--- src/rtl/game_pkg.sv ---
// Shared definitions for the game sprite controllers: direction and tile codes,
// maze geometry and small helpers used by Pac-Man and the ghosts.
package game_pkg;

  localparam int unsigned POS_W           = 10;
  localparam int unsigned TILE_W          = 7;
  localparam int unsigned TILE_CENTER_OFF = 3;
  localparam int unsigned TILE_Y_OFFSET   = 3;
  localparam int unsigned MAZE_MAX_X      = 223;

  typedef enum logic [1:0] {
    DIR_RIGHT = 2'b00,
    DIR_UP    = 2'b01,
    DIR_LEFT  = 2'b10,
    DIR_DOWN  = 2'b11
  } dir_t;

  typedef enum logic [1:0] {
    TILE_OPEN   = 2'b00,
    TILE_WALL   = 2'b01,
    TILE_DOOR   = 2'b10,
    TILE_PELLET = 2'b11
  } tile_t;

  typedef enum logic [1:0] {
    ST_IDLE  = 2'b00,
    ST_MOVE  = 2'b01,
    ST_DYING = 2'b10
  } pac_state_t;

  typedef struct packed {
    logic [POS_W-1:0] x;
    logic [POS_W-1:0] y;
  } pos_t;

  // Reversing a heading flips the axis-sign bit of the code.
  function automatic dir_t opposite(input dir_t d);
    return dir_t'(d ^ 2'b10);
  endfunction

  function automatic logic blocked(input logic [1:0] t);
    return (t == TILE_WALL) || (t == TILE_DOOR);
  endfunction

endpackage

--- src/rtl/game_tick_div.sv ---
// Move-step prescaler: counts 0..DIV-1 while enabled, tick_c on the last count.
module game_tick_div
  import game_pkg::*;
#(
  parameter int unsigned DIV = 4
) (
  input  logic clk,
  input  logic rst,
  input  logic en,
  input  logic clr,
  output logic tick_c
);

  localparam int unsigned CW = (DIV > 1) ? $clog2(DIV) : 1;
  localparam logic [CW-1:0] LAST = CW'(DIV - 1);

  logic [CW-1:0] count;

  assign tick_c = en && !clr && (count == LAST);

  always_ff @(posedge clk or negedge rst) begin
    if (!rst) begin
      count <= '0;
    end else if (clr) begin
      count <= '0;
    end else if (en) begin
      count <= tick_c ? '0 : count + CW'(1);
    end
  end

endmodule

--- src/rtl/game_pacman.sv ---
// Pac-Man motion controller: joystick turn buffer, tile-centred turning,
// wall stops, tunnel wrap and the death/respawn sequence.
module game_pacman
  import game_pkg::*;
#(
  parameter int unsigned MOVE_DIV    = 4,
  parameter int unsigned START_X     = 119,
  parameter int unsigned START_Y     = 227,
  parameter int unsigned DEATH_TICKS = 64,
  parameter int unsigned MAX_X       = MAZE_MAX_X
) (
  input  logic              clk,
  input  logic              rst,
  input  logic              start,
  input  logic [1:0]        dir_req,
  input  logic              dir_req_valid,
  input  logic [3:0][1:0]   tile_info,
  input  logic              caught,
  output logic [POS_W-1:0]  pacman_x,
  output logic [POS_W-1:0]  pacman_y,
  output logic [1:0]        pacman_dir,
  output logic [TILE_W-1:0] pacman_xtile,
  output logic [TILE_W-1:0] pacman_ytile,
  output logic              moving,
  output logic              dying
);

  localparam int unsigned DW = (DEATH_TICKS > 1) ? $clog2(DEATH_TICKS) : 1;
  localparam logic [DW-1:0] DLAST = DW'(DEATH_TICKS - 1);

  pac_state_t    state_q, state_d;
  pos_t          pos_q, pos_d, pos_step;
  dir_t          dir_q, dir_d, buf_q, buf_d, eff_dir;
  logic          buf_v_q, buf_v_d;
  logic          moving_q, moving_d, dying_q;
  logic [DW-1:0] dcnt_q, dcnt_d;
  logic          run, tick, centred, reverse, turn_ok, stop;

  assign run = (state_q == ST_MOVE) || (state_q == ST_DYING);

  game_tick_div #(.DIV(MOVE_DIV)) u_tick_div (
    .clk    (clk),
    .rst    (rst),
    .en     (run),
    .clr    (!run),
    .tick_c (tick)
  );

  function automatic pos_t step_pos(input pos_t p, input dir_t d);
    pos_t n;
    n = p;
    case (d)
      DIR_RIGHT: n.x = (p.x == POS_W'(MAX_X)) ? '0 : p.x + POS_W'(1);
      DIR_UP:    n.y = p.y - POS_W'(1);
      DIR_LEFT:  n.x = (p.x == '0) ? POS_W'(MAX_X) : p.x - POS_W'(1);
      default:   n.y = p.y + POS_W'(1);
    endcase
    return n;
  endfunction

  // Heading for this step: reversals apply anywhere, other turns only at a centre.
  always_comb begin
    centred  = (pos_q.x[2:0] == 3'(TILE_CENTER_OFF)) && (pos_q.y[2:0] == 3'(TILE_CENTER_OFF));
    reverse  = buf_v_q && (buf_q == opposite(dir_q));
    turn_ok  = !reverse && centred && buf_v_q && !blocked(tile_info[buf_q]);
    eff_dir  = (reverse || turn_ok) ? buf_q : dir_q;
    stop     = centred && blocked(tile_info[eff_dir]);
    pos_step = step_pos(pos_q, eff_dir);
  end

  always_comb begin
    state_d  = state_q;
    pos_d    = pos_q;
    dir_d    = dir_q;
    buf_d    = buf_q;
    buf_v_d  = buf_v_q;
    moving_d = moving_q;
    dcnt_d   = dcnt_q;
    case (state_q)
      ST_IDLE: begin
        if (start) state_d = ST_MOVE;
      end
      ST_MOVE: begin
        if (caught) begin
          state_d  = ST_DYING;
          moving_d = 1'b0;
          buf_v_d  = 1'b0;
          dcnt_d   = '0;
        end else if (tick) begin
          dir_d = eff_dir;
          if (reverse || turn_ok) buf_v_d = 1'b0;
          if (stop) begin
            moving_d = 1'b0;
          end else begin
            pos_d    = pos_step;
            moving_d = 1'b1;
          end
        end
      end
      ST_DYING: begin
        if (tick) begin
          if (dcnt_q == DLAST) begin
            state_d = ST_IDLE;
            pos_d.x = POS_W'(START_X);
            pos_d.y = POS_W'(START_Y);
            dir_d   = DIR_LEFT;
          end else begin
            dcnt_d = dcnt_q + DW'(1);
          end
        end
      end
      default: state_d = ST_IDLE;
    endcase
    // A fresh request wins over clearing an entry that was just applied.
    if (dir_req_valid && (state_q != ST_DYING) && !((state_q == ST_MOVE) && caught)) begin
      buf_d   = dir_t'(dir_req);
      buf_v_d = 1'b1;
    end
  end

  always_ff @(posedge clk or negedge rst) begin
    if (!rst) begin
      state_q  <= ST_IDLE;
      pos_q.x  <= POS_W'(START_X);
      pos_q.y  <= POS_W'(START_Y);
      dir_q    <= DIR_LEFT;
      buf_q    <= DIR_RIGHT;
      buf_v_q  <= 1'b0;
      moving_q <= 1'b0;
      dying_q  <= 1'b0;
      dcnt_q   <= '0;
    end else begin
      state_q  <= state_d;
      pos_q    <= pos_d;
      dir_q    <= dir_d;
      buf_q    <= buf_d;
      buf_v_q  <= buf_v_d;
      moving_q <= moving_d;
      dying_q  <= (state_d == ST_DYING);
      dcnt_q   <= dcnt_d;
    end
  end

  assign pacman_x     = pos_q.x;
  assign pacman_y     = pos_q.y;
  assign pacman_dir   = dir_q;
  assign moving       = moving_q;
  assign dying        = dying_q;
  assign pacman_xtile = TILE_W'(pos_q.x >> 3);
  assign pacman_ytile = TILE_W'((pos_q.y >> 3) - POS_W'(TILE_Y_OFFSET));

endmodule

--- config.mk ---
export PLATFORM = sky130hd
export DESIGN_NAME = game_pacman
export DESIGN_NICKNAME = d
export VERILOG_FILES = /design/src/rtl/game_pkg.sv /design/src/rtl/game_tick_div.sv /design/src/rtl/game_pacman.sv
export SDC_FILE = /design/constraint.sdc
export NUM_CORES = 1
export LEC_CHECK = 0
export ABC_AREA = 1
export BUFFER_PORTS_ARGS = -buffer_cell sky130_fd_sc_hd__buf_4
export CAP_MARGIN = 20
export CORE_MARGIN = 2
export CORE_UTILIZATION = 45
export CTS_BUF_LIST = sky130_fd_sc_hd__clkbuf_8
export DETAILED_ROUTE_END_ITERATION = 12
export PLACE_DENSITY = 0.73
export REMOVE_ABC_BUFFERS = 1
export SETUP_SLACK_MARGIN = 0.4
export SLEW_MARGIN = 25
export SYNTH_ARGS = -nofsm -noshare
export SYNTH_HDL_FRONTEND = slang
export SYNTH_SLANG_ARGS = --single-unit
--- constraint.sdc ---
create_clock -name clk -period 3.83 [get_ports clk]
set_clock_uncertainty 0.1 [all_clocks]
set_input_delay 0.766 -clock clk [delete_from_list [all_inputs] [get_ports clk]]
set_output_delay 0.766 -clock clk [all_outputs]
set_load 0.03 [all_outputs]
==> results.cfg <==
[place]
gp_congestion = 0.9086
dp_hpwl_um = 5330
portBuffers = 52
dp_cells = 544

[sta]
rsz0062_at_grt = false
worst_pin_slew_ns = 0.8022
fmaxAchievable_mhz = 327.8
setup_tns_ns = 0
min_period_over_period = 0.7966
fin_crit_ns = 3.051
hold_violations = 0
slew_headroom = 0.4652
setup_viol = 0
final_max_slew_viol_count = 0

[routing]
drt-initial-drc-count = 163
wl_per_cell_um = 12.67
totalWireLength_um = 6995
num_vias = 2911
antenna_left = 0
first_pass_iters = 4
via_per_inst = 5.274
drc_errors = 0

[die]
die_h_um = 84.92
ios = 53
die-area_um2 = 7211
rows = 29
core_um2 = 6350
die_w_um = 84.92
start_util = 0.4640

[clock_tree]
cts_buffers = 5
root_buffer = clkbuf_8
ctsResizeCount = 0
path_clk_slew_ns = 0.08
htree_levels = 2
cts_tree = yes
ctsHoldBuffers = 0
cts_buffer_depth = 2
cts_setup_buffers = 0
worstSkewPairLatency_ns = 0.30
cts.sinks = 37

[worst_setup_path]
r2r-end = pacman_y[8]
crit_chain = ha_1 > ha_1 > nand4_1 > nor2_1 > nand3_1 > nand2_2 > nand2_1 > nand2_2 > nand2_4 > nand2_1 > nand2_1 > inv_1 > ha_1 > inv_1 > nand2_1 > nand2_1 > nand2_1 > nand2_1 > nand2_1 > nand2_1 > nand3_1 > nand2_1
path_class = reg2reg
crit_required_ns = 3.91
reg2reg_from = pacman_x[1]
r2r_setup_slack_ns = 0.78
worstPathMaxFanout = 11
crit_path_top_delay_cell = dfstp_2
critPathMaxStageDelay_ns = 0.57
crit_buf_inv = 2
arrival_ns = 3.13
start_kind = register
crit_path_end_kind = register
crit_family = simple AND/OR/NAND/NOR gates
path_common_cell = nand2_1
path_depth = 22
reg2reg_depth = 22

[final_layout]
fin_nets = 501
mostFrequentLayoutCells = nand2_1, inv_1, buf_4, nand3_1, nor2_1
layout-drive-gt1-share = 0.1832
diodes = 0
syn_to_final_growth_pct = 17.45
finalNonFillerCells = 552
layout_commonest_cell = nand2_1
fill_cells = 631

[logic_synthesis]
syn_inst = 428
yosysTopAreaCell = dfrtp_1
yosysSeqAreaShare = 0.3193
synth_edf_count = 0
synth_flop_cell = dfrtp_1
async_reset_ff_frac = 1.000
synth.area.top_cells = dfrtp_1, nand2_1, dfstp_2
syn_avg_cell_area_um2 = 6.885
yosysUniqueCellTypes = 42
synth_top_area_share = 0.2123
yosysWarnings = 0
synth_seq_cells = 37
synth_area_um2 = 2947

[global_route]
grt_pass1_vias = 2735
grt_overflow_total = 0
grt_max_degree = 38
grtUsageTotal = 0.2016
antenna_found_initial = 0
grt_pass1_wl_um = 12080

[run_status]
outcome = finished, final reports clean

[min_path]
holdCritPathClass = in2async

[flow_run]
max-cap-violations = 0
-- cell usage after synthesis (2+ instances only) --
| library cell | instances |
|---|---|
| clkbuf_1 | 2 |
| inv_2 | 4 |
| dfrtp_1 | 25 |
| inv_1 | 71 |
| nand3_1 | 46 |
| nor2_1 | 27 |
| nor3_1 | 11 |
| nor3b_1 | 2 |
| o22ai_1 | 6 |
| nand2_1 | 98 |
| ha_1 | 12 |
| a211oi_1 | 3 |
| buf_4 | 7 |
| nand4_1 | 6 |
| a21oi_1 | 21 |
| o21ai_1 | 11 |
| xnor2_1 | 3 |
| xor2_1 | 10 |
| nand2_4 | 2 |
| o41ai_1 | 4 |
| o21ai_0 | 18 |
| nand2_2 | 4 |
| buf_2 | 2 |
| and2_1 | 3 |
| nand3b_1 | 2 |
| dfstp_2 | 12 |
-- worst max-delay path by stage --
| stage | start | end |
|---|---|---|
| after floorplan | pacman_x[0] | pacman_x[0] |
| after global placement | tile_info[1] | pacman_y[8] |
| after detailed placement | pacman_x[0] | pacman_y[8] |
| after CTS | pacman_x[0] | pacman_y[8] |
| after global routing | pacman_x[1] | pacman_y[8] |
| final | pacman_x[1] | pacman_y[8] |
-- worst register-to-register path: cells and delay by family (launching register included) --
kind,cells,cell delay [ns]
flip-flops,1,0.57
buffers and inverters,2,0.09
AND/OR/NAND/NOR,17,1.73
adder cells (fa/ha/maj),3,0.46
-- cells by family (layout without fill, tap and decap cells) --
family,count (synthesis),count (layout),synth area share
simple gates,206,206,0.3197
buf+inv,89,136,0.1295
compound gates,71,71,0.1418
flops,37,37,0.3193
xor+xnor,13,13,0.03864
fa+ha+maj,12,12,0.05095
-- area by class of cell --
cell class	instances	area, um2	area share
Multi-Input combinational cell	302	1624	0.4693
Sequential cell	37	940.9	0.2719
Timing Repair Buffer	53	397.9	0.1150
Inverter	75	281.5	0.08134
Tap cell	77	96.34	0.02784
Clock buffer	6	82.58	0.02386
Clock inverter	2	37.54	0.01085
-- metrics by stage --
step                      cell area [um2]  hold slack [ns]  setup slack, ns    util
final                                3461           0.3150           0.7791  0.5450
after global routing                 3461           0.3550           0.4098  0.5450
after CTS                            3461           0.3357           0.7796  0.5450
after detailed placement             3341           0.3266           0.7902  0.5261
after global placement               3341           0.3145           0.8563  0.5261
after floorplan                      2846           0.3064           0.6105       -
-- sequential cells by signal, indices dropped and copies added, names as in the netlist --
register / count
buf_q: 2
buf_v_q: 1
dcnt_q: 6
dying: 1
moving: 1
pacman_dir: 2
pacman_x: 10
pacman_y: 10
state_q: 2
u_tick_div.count: 2
-- routing by layer --
layer	GRT usage	up-vias	wire length [um]
li1	-	1485	-
met1	0.2687	1342	3174
met2	0.3329	77	3311
met3	0.04183	7	433
met4	0.05772	0	76
met5	0	-	0
Power is left out: the tool's default activity adds up to more than one toggle a clock period on the data nets, which glitch-free logic cannot reach.
